### config.mk
export PLATFORM = sky130hd
export DESIGN_NAME = writeback_unit_flat
export DESIGN_NICKNAME = d
export VERILOG_FILES = /design/src/rtl/writeback_if.sv /design/src/rtl/writeback_unit.sv /design/src/flat_wrapper.sv
export SDC_FILE = /design/constraint.sdc
export NUM_CORES = 1
export LEC_CHECK = 0
export ABC_AREA = 1
export ABC_CLOCK_PERIOD_IN_PS = 8830
export BUFFER_PORTS_ARGS = -buffer_cell sky130_fd_sc_hd__buf_2
export CAP_MARGIN = 10
export CELL_PAD_IN_SITES_DETAIL_PLACEMENT = 0
export CELL_PAD_IN_SITES_GLOBAL_PLACEMENT = 1
export CORE_UTILIZATION = 35
export CTS_BUF_LIST = sky130_fd_sc_hd__clkbuf_4 sky130_fd_sc_hd__clkbuf_8 sky130_fd_sc_hd__clkbuf_16
export DETAILED_ROUTE_END_ITERATION = 10
export GPL_ROUTABILITY_DRIVEN = 0
export PLACE_DENSITY = 0.63
export SLEW_MARGIN = 20
export SYNTH_ARGS = -nofsm -noshare
export SYNTH_HDL_FRONTEND = slang
export SYNTH_SLANG_ARGS = --single-unit
### constraint.sdc
create_clock -name clk -period 8.83 [get_ports clk]
set_input_delay 1.766 -clock clk [delete_from_list [all_inputs] [get_ports clk]]
set_output_delay 1.766 -clock clk [all_outputs]
set_load 0.05 [all_outputs]
### src/rtl/writeback_if.sv
// Writeback port bundle: ALU and load result offers, register-file write port,
// decode-stage hazard lookup and queue occupancy.
interface writeback_if #(
  parameter int DEPTH = 4
);
  logic                     alu_valid;
  logic [4:0]               alu_addr;
  logic [31:0]              alu_data;
  logic                     alu_ready;
  logic                     mem_valid;
  logic [4:0]               mem_addr;
  logic [31:0]              mem_data;
  logic                     mem_ready;
  logic                     write_reg;
  logic [4:0]               write_reg_addr;
  logic [31:0]              write_reg_data;
  logic [4:0]               read_reg1;
  logic [4:0]               read_reg2;
  logic                     pending1;
  logic                     pending2;
  logic [$clog2(DEPTH):0]   count;

  modport slave (
    input  alu_valid, alu_addr, alu_data,
    input  mem_valid, mem_addr, mem_data,
    input  read_reg1, read_reg2,
    output alu_ready, mem_ready,
    output write_reg, write_reg_addr, write_reg_data,
    output pending1, pending2, count
  );

  modport master (
    output alu_valid, alu_addr, alu_data,
    output mem_valid, mem_addr, mem_data,
    output read_reg1, read_reg2,
    input  alu_ready, mem_ready,
    input  write_reg, write_reg_addr, write_reg_data,
    input  pending1, pending2, count
  );
endinterface

### src/rtl/writeback_unit.sv
// Writeback queue: merges ALU and load results into one register-file write
// port, draining one entry per cycle, with pending-write lookup for decode.
module writeback_unit #(
  parameter int DEPTH = 4
) (
  input  logic        clk,
  input  logic        rst,
  writeback_if.slave  wb
);
  localparam int PW = $clog2(DEPTH);

  // Handshake: a source transfers on a rising edge where its valid and ready
  // are both high; ready never depends on the same source's valid, and a
  // transfer to register 0 completes without being queued.
  logic [PW-1:0] rd_ptr, wr_ptr;
  logic [PW:0]   count_q;
  logic [36:0]   entries [DEPTH];

  logic        full, empty;
  logic        mem_take, alu_take, push, pop;
  logic [4:0]  push_addr;
  logic [31:0] push_data;

  assign full  = (count_q == (PW+1)'(DEPTH));
  assign empty = (count_q == '0);

  assign wb.mem_ready = !rst && !full;
  assign wb.alu_ready = !rst && !full && !wb.mem_valid;

  assign mem_take  = wb.mem_valid && wb.mem_ready;
  assign alu_take  = wb.alu_valid && wb.alu_ready;
  assign push_addr = mem_take ? wb.mem_addr : wb.alu_addr;
  assign push_data = mem_take ? wb.mem_data : wb.alu_data;
  assign push      = (mem_take || alu_take) && (push_addr != 5'd0);
  assign pop       = !empty;

  always_ff @(posedge clk or posedge rst) begin
    if (rst) begin
      rd_ptr  <= '0;
      wr_ptr  <= '0;
      count_q <= '0;
    end else begin
      if (push) wr_ptr <= wr_ptr + 1'b1;
      if (pop)  rd_ptr <= rd_ptr + 1'b1;
      case ({push, pop})
        2'b10:   count_q <= count_q + 1'b1;
        2'b01:   count_q <= count_q - 1'b1;
        default: count_q <= count_q;
      endcase
    end
  end

  // Storage is left uninitialised; validity comes from the pointers and count.
  always_ff @(posedge clk) begin
    if (push) entries[wr_ptr] <= {push_addr, push_data};
  end

  assign wb.write_reg      = !empty;
  assign wb.write_reg_addr = empty ? 5'd0  : entries[rd_ptr][36:32];
  assign wb.write_reg_data = empty ? 32'd0 : entries[rd_ptr][31:0];
  assign wb.count          = count_q;

  function automatic logic entry_live(input logic [PW-1:0] idx,
                                      input logic [PW-1:0] head,
                                      input logic [PW:0]   occ);
    logic [PW-1:0] off;
    off = idx - head;
    return {1'b0, off} < occ;
  endfunction

  always_comb begin
    wb.pending1 = 1'b0;
    wb.pending2 = 1'b0;
    for (int i = 0; i < DEPTH; i++) begin
      if (entry_live(PW'(i), rd_ptr, count_q)) begin
        if (wb.read_reg1 != 5'd0 && entries[i][36:32] == wb.read_reg1) wb.pending1 = 1'b1;
        if (wb.read_reg2 != 5'd0 && entries[i][36:32] == wb.read_reg2) wb.pending2 = 1'b1;
      end
    end
  end
endmodule

### src/flat_wrapper.sv
// flat-port wrapper written by rule: the top's interface ports become plain ports
module writeback_unit_flat 
#(
  parameter int DEPTH = 4
)
  (clk, rst, wb_alu_valid, wb_alu_addr, wb_alu_data, wb_mem_valid, wb_mem_addr, wb_mem_data, wb_read_reg1, wb_read_reg2, wb_alu_ready, wb_mem_ready, wb_write_reg, wb_write_reg_addr, wb_write_reg_data, wb_pending1, wb_pending2, wb_count);
  writeback_if #(.DEPTH(DEPTH)) wb_i ();
  input  logic clk;
  input  logic rst;
  input wire logic [$bits(wb_i.alu_valid)-1:0] wb_alu_valid;
  input wire logic [$bits(wb_i.alu_addr)-1:0] wb_alu_addr;
  input wire logic [$bits(wb_i.alu_data)-1:0] wb_alu_data;
  input wire logic [$bits(wb_i.mem_valid)-1:0] wb_mem_valid;
  input wire logic [$bits(wb_i.mem_addr)-1:0] wb_mem_addr;
  input wire logic [$bits(wb_i.mem_data)-1:0] wb_mem_data;
  input wire logic [$bits(wb_i.read_reg1)-1:0] wb_read_reg1;
  input wire logic [$bits(wb_i.read_reg2)-1:0] wb_read_reg2;
  output wire logic [$bits(wb_i.alu_ready)-1:0] wb_alu_ready;
  output wire logic [$bits(wb_i.mem_ready)-1:0] wb_mem_ready;
  output wire logic [$bits(wb_i.write_reg)-1:0] wb_write_reg;
  output wire logic [$bits(wb_i.write_reg_addr)-1:0] wb_write_reg_addr;
  output wire logic [$bits(wb_i.write_reg_data)-1:0] wb_write_reg_data;
  output wire logic [$bits(wb_i.pending1)-1:0] wb_pending1;
  output wire logic [$bits(wb_i.pending2)-1:0] wb_pending2;
  output wire logic [$bits(wb_i.count)-1:0] wb_count;
  assign wb_i.alu_valid = wb_alu_valid;
  assign wb_i.alu_addr = wb_alu_addr;
  assign wb_i.alu_data = wb_alu_data;
  assign wb_i.mem_valid = wb_mem_valid;
  assign wb_i.mem_addr = wb_mem_addr;
  assign wb_i.mem_data = wb_mem_data;
  assign wb_i.read_reg1 = wb_read_reg1;
  assign wb_i.read_reg2 = wb_read_reg2;
  assign wb_alu_ready = wb_i.alu_ready;
  assign wb_mem_ready = wb_i.mem_ready;
  assign wb_write_reg = wb_i.write_reg;
  assign wb_write_reg_addr = wb_i.write_reg_addr;
  assign wb_write_reg_data = wb_i.write_reg_data;
  assign wb_pending1 = wb_i.pending1;
  assign wb_pending2 = wb_i.pending2;
  assign wb_count = wb_i.count;
  writeback_unit #(.DEPTH(DEPTH)) u_core (.clk(clk), .rst(rst), .wb(wb_i));
endmodule
== Yosys cells after proc, flatten, opt, wreduce, memory -nomap -nowiden ==
Memories as Yosys holds them, arrays and structs flattened.
Cells that the tools add are included.
Storage, ports and cells
  logic and storage cells: 73
  bits in latches: 0
  output and inout bits: 45
  memory bits (writable): 148
  bits in read-only memories: 0
  flip-flop bits (word level): 7
  memories: 1
  bits of input ports: 88
Cells by class
  magnitude comparators: 4
  equal/unequal tests: 11
  multiply operators: 0
  mux-type cells: 23
  reductions and logical operators: 23
  div/mod/pow operators: 0
  shift operators: 0
  bitwise gates (word level): 0
  add/sub/neg operators: 8
Memories
  u_core.entries: depth 4, width 37, read ports 5, clocked after memory_dff 0, wr ports 1, RTL line writeback_unit.sv:17  | logic [36:0] entries [DEPTH];
Operators with widths (number)
  2-to-1 mux 32 bit: 2
  == test 5 bit: 8
  2-to-1 mux 1 bit: 18
  nonzero test 5 bit: 3
  logical AND 1 bit: 13
  less-than comparator 2 x 3 -> 1 bit: 4
  2-to-1 mux 5 bit: 2
  case mux 3 bit (2 select lines): 1
  adder 2 x 1 -> 2 bit (second input constant): 2
  logical NOT 1 bit: 4
  subtractor 1 x 2 -> 2 bit (first input constant): 2
  subtractor 2 bit (first input constant): 2
  adder 3 x 1 -> 3 bit (second input constant): 1
  == test 3 bit (second input constant): 1
  logical NOT 3 bit: 1
  subtractor 3 x 1 -> 3 bit (second input constant): 1
  == test 2 x 1 -> 1 bit (second input constant): 1
  == test 2 bit (second input constant): 1
  nonzero test 2 bit: 1
  logical OR 1 bit: 1

== Longest topological paths before layout ==
  depth in word-level cells: 10
  gate-level depth with buffers: 14
  depth with buffers taken out: 13

== Worst setup path before layout ==
Ideal clock, no wire load.
  path kind: in2reg
  from: input port rst
  to: memory u_core.entries[0][0], enable pin
  arrival: 4505 ps
  buffers on the path: 0
  stages on the path: 6
  setup time: 431 ps
  path slack: 3893 ps
  required time: 8399 ps
  cells stage by stage: inv_1 nand2_1 inv_1 o21ai_0 o21bai_4 nor2_1
On the way
  word-level cells in the longest chain between the ends: 8
  elaborated cells between the ends (all ways): 11
  those cells by class: mux: 3; reduce/logical: 8
Ends and longest elaborated chain
  start, declared: RTL line flat_wrapper.sv:9  | input logic rst;
  logical NOT 1 bit (*): RTL line writeback_unit.sv:27  | assign wb.mem_ready = !rst && !full;
  logical AND 1 bit (*): RTL line writeback_unit.sv:27
  net wb_mem_ready: RTL line flat_wrapper.sv:19  | output wire logic [$bits(wb_i.mem_ready)-1:0] wb_mem_ready;
  logical AND 1 bit (on tied branches): RTL line writeback_unit.sv:30, writeback_unit.sv:28
  2-to-1 mux 5 bit or logical AND 1 bit (tied branches): RTL line writeback_unit.sv:32, writeback_unit.sv:31
  nonzero test 5 bit or logical OR 1 bit (tied branches): RTL line writeback_unit.sv:34  | assign push = (mem_take || alu_take) && (push_addr != 5'd0);
  logical AND 1 bit (*): RTL line writeback_unit.sv:34
  2-to-1 mux 1 bit (*): RTL line writeback_unit.sv:55  | if (push) entries[wr_ptr] <= {push_addr, push_data};
  2-to-1 mux 1 bit (implied by the code) (*): RTL line writeback_unit.sv:55
  end, declared: RTL line writeback_unit.sv:17
The timed path passes the listed nets; every way through them passes the cells marked *.

== Worst setup path after layout ==
  from: register u_core.rd_ptr[0]
  to: output port wb_write_reg_data[15]
On the way
  word-level cells in the longest chain between the ends: 2
Ends and longest elaborated chain
  start, declared: RTL line writeback_unit.sv:15  | logic [PW-1:0] rd_ptr, wr_ptr;
  start signal, assigned: RTL line writeback_unit.sv:44  | if (pop) rd_ptr <= rd_ptr + 1'b1;
  memory read (4 x 37 bit)
  2-to-1 mux 32 bit: RTL line writeback_unit.sv:60  | assign wb.write_reg_data = empty ? 32'd0 : entries[rd_ptr][31:0];
  end, declared: RTL line flat_wrapper.sv:22  | output wire logic [$bits(wb_i.write_reg_data)-1:0] wb_write_reg_data;
No other way between the ends.

==> results.toml <==
[clock_tree]
cts_root_buf = "clkbuf_16"
cts.sinks = 155
numCtsBuffers = 17
ctsHoldBuffers = 0
clk_pin_slew_ns = 0.07
ctsResizeCount = 0
cts_setup_buffers = 0
cts_buffer_depth = 2
cts_tree = "built"
htree_levels = 4
clk_latency_ns = 0.42

[run_status]
status = "finished clean"

[setup_path]
arrival_ns = 3.48
critPathKind = "reg -> out"
crit_required_ns = 7.06
cp-startpoint = "u_core.rd_ptr[0]"
r2r_start = "u_core.wb.count[0]"
startpoint_type = "flop"
crit_path_end_kind = "primary output"
critPathMaxFanout = 42

[hold_path]
hold_start = "u_core.wr_ptr[1]"
min_path_type = "reg -> reg"

[logic_synthesis]
synth-seq-cells = 155
synthDistinctLibCells = 31
yosysWarnings = 0
synthesis.area_um2 = 7170
ys_seq_area_frac = 0.644
synthCells = 559
synth_nets = 657
syn_avg_cell_area_um2 = 12.8

[sta]
rsz0062_at_grt = "false"
setup_violations = 0
fin_crit_sh = 0.595
maxSlewViolCount = 0
fmax_mhz = 190
min_period_ns = 5.25
maxSlewHeadroom = 0.274
finalHoldViolCount = 0
fin_skew_ns = 0.00958
tightest_slew_ns = 1.09
fin_setup_tns_ns = 0

[routing]
first_pass_iters = 4
drt-wirelength-per-cell_um = 18.2
wl_um = 17400
route.detailed.drc = 0
vias_per_cell = 5.12
drt_iter0_markers = 243
ant_nets = 0
vias = 4875

[global_route]
grt_max_degree = 81
antenna_found_initial = 0
overflow = 0
grt_pass1_wl_um = 27300
grt_pass1_vias = 4939
grt_util_all_layers = 0.169

[placed_design]
hpwl_um = 10300
portBuffers = 132

[run]
maxCapViolations = 0

[layout]
fin_nets = 773
antenna_cells = 0
syn_to_final_growth_pct = 20.3
drive_gt1_frac = 0.323

[pwr]
max-vdd-ir-drop_mv = 0.206
power_density_nw_per_um2 = 375
power_mw = 3.23
p_leak_nw = 3.20

[floorplan]
die-area_um2 = 21100
start_util = 0.362
coreArea_um2 = 19800
row_count = 51
chipWidth_um = 145
ios = 133
die_h_um = 145
[cell families after synthesis]
| group | Yosys count | synth area share |
|---|---|---|
| multiplexers | 32 | 0.0503 |
| adder cells (fa/ha/maj) | 10 | 0.0185 |
| XOR/XNOR | 43 | 0.0525 |
| buffers and inverters | 78 | 0.0452 |
| flip-flops | 155 | 0.644 |
| AO/OA/AOI/OAI | 90 | 0.0853 |
| AND/OR/NAND/NOR | 151 | 0.104 |
[power breakdown]
group / switching, mW / total (mW) / internal [mW]
Combinational: 1.15 / 1.51 / 0.358
Sequential: 0.0869 / 1.04 / 0.957
Clock: 0.307 / 0.676 / 0.369
[cell usage after synthesis, drive strengths merged]
cell / number / area share
nor3: 3 / 0.0021
a21oi: 2 / 0.0014
nand3: 80 / 0.058
a21boi: 2 / 0.0021
o21ai: 11 / 0.0082
nor2: 25 / 0.014
nand4: 10 / 0.0087
xnor2: 22 / 0.027
xor2: 21 / 0.026
o21bai: 1 / 0.0026
mux2: 32 / 0.050
edfxtp: 148 / 0.62
clkbuf: 26 / 0.014
nand2: 31 / 0.019
buf: 17 / 0.013
nor3b: 2 / 0.0021
ha: 9 / 0.016
dfrtp: 7 / 0.024
a31oi: 37 / 0.032
fa: 1 / 0.0028
inv: 35 / 0.018
a22oi: 37 / 0.039
[state kept, by name, summed over array words and instances (netlist names)]
register         count
u_core.wr_ptr        2
u_core.wb.count      3
u_core.rd_ptr        2
u_core.entries     148
[per-stage QoR]
stage	cell area [um2]	utilization	hold WS, ns	setup WS (ns)	cells
6_report	8630	0.436	0.547	3.58	953
5_1_grt	8630	0.436	0.574	3.35	953
4_1_cts	8630	0.436	0.551	3.53	953
3_5_place_dp	8080	0.408	0.535	4.00	921
3_3_place_gp	8080	0.408	0.537	4.01	921
2_1_floorplan	7170	-	0.492	3.89	559
[worst max-delay path, stage by stage (launching register included)]
cell	delay (ns)
dfrtp_2	1.03
clkinv_1	0.31
nor2_4	0.89
a22oi_1	0.16
a31oi_1	0.33
buf_2	0.33
[per-layer routing]
layer / GRT usage / part of all wire / vias up
li1: - / - / 2314
met1: 0.217 / 0.44 / 2391
met2: 0.281 / 0.49 / 155
met3: 0.0390 / 0.059 / 15
met4: 0.0574 / 0.014 / 0
met5: 0 / 0 / -
[worst paths after layout]
check | to | slack, ns | cells after the start
setup / recovery | wb_write_reg_data[15] | 3.58 | 5
hold / removal | u_core.wr_ptr[1] | 0.55 | 2
setup reg to reg | u_core.wb.count[2] | 5.74 | 13
hold reg to reg | u_core.wr_ptr[1] | 0.55 | 2
max in group asynchronous | u_core.rd_ptr[1] | 7.08 | 2
min in group asynchronous | u_core.wr_ptr[0] | 1.37 | 2
[cell usage in the layout, fill, tap and decap left out, types with 10 or more instances in the layout]
| master | instances |
|---|---|
| edfxtp_1 | 148 |
| buf_2 | 132 |
| nand3_1 | 78 |
| a22oi_1 | 37 |
| a31oi_1 | 37 |
| inv_1 | 34 |
| mux2_2 | 32 |
| nand2_1 | 25 |
| xnor2_1 | 22 |
| xor2_1 | 21 |
| nor2_1 | 18 |
| clkbuf_16 | 17 |
| o21ai_0 | 10 |
| nand4_1 | 10 |
[layout make-up]
class	count	area, um2
clock buffers	17	425
flip-flops and latches	155	4620
clock inverters	15	128
inverters	35	131
multi-input cells	326	2270
well taps	265	332
fillers	1866	11200
repair buffers	140	721
No activity file was read; power rests on OpenSTA's default activity.
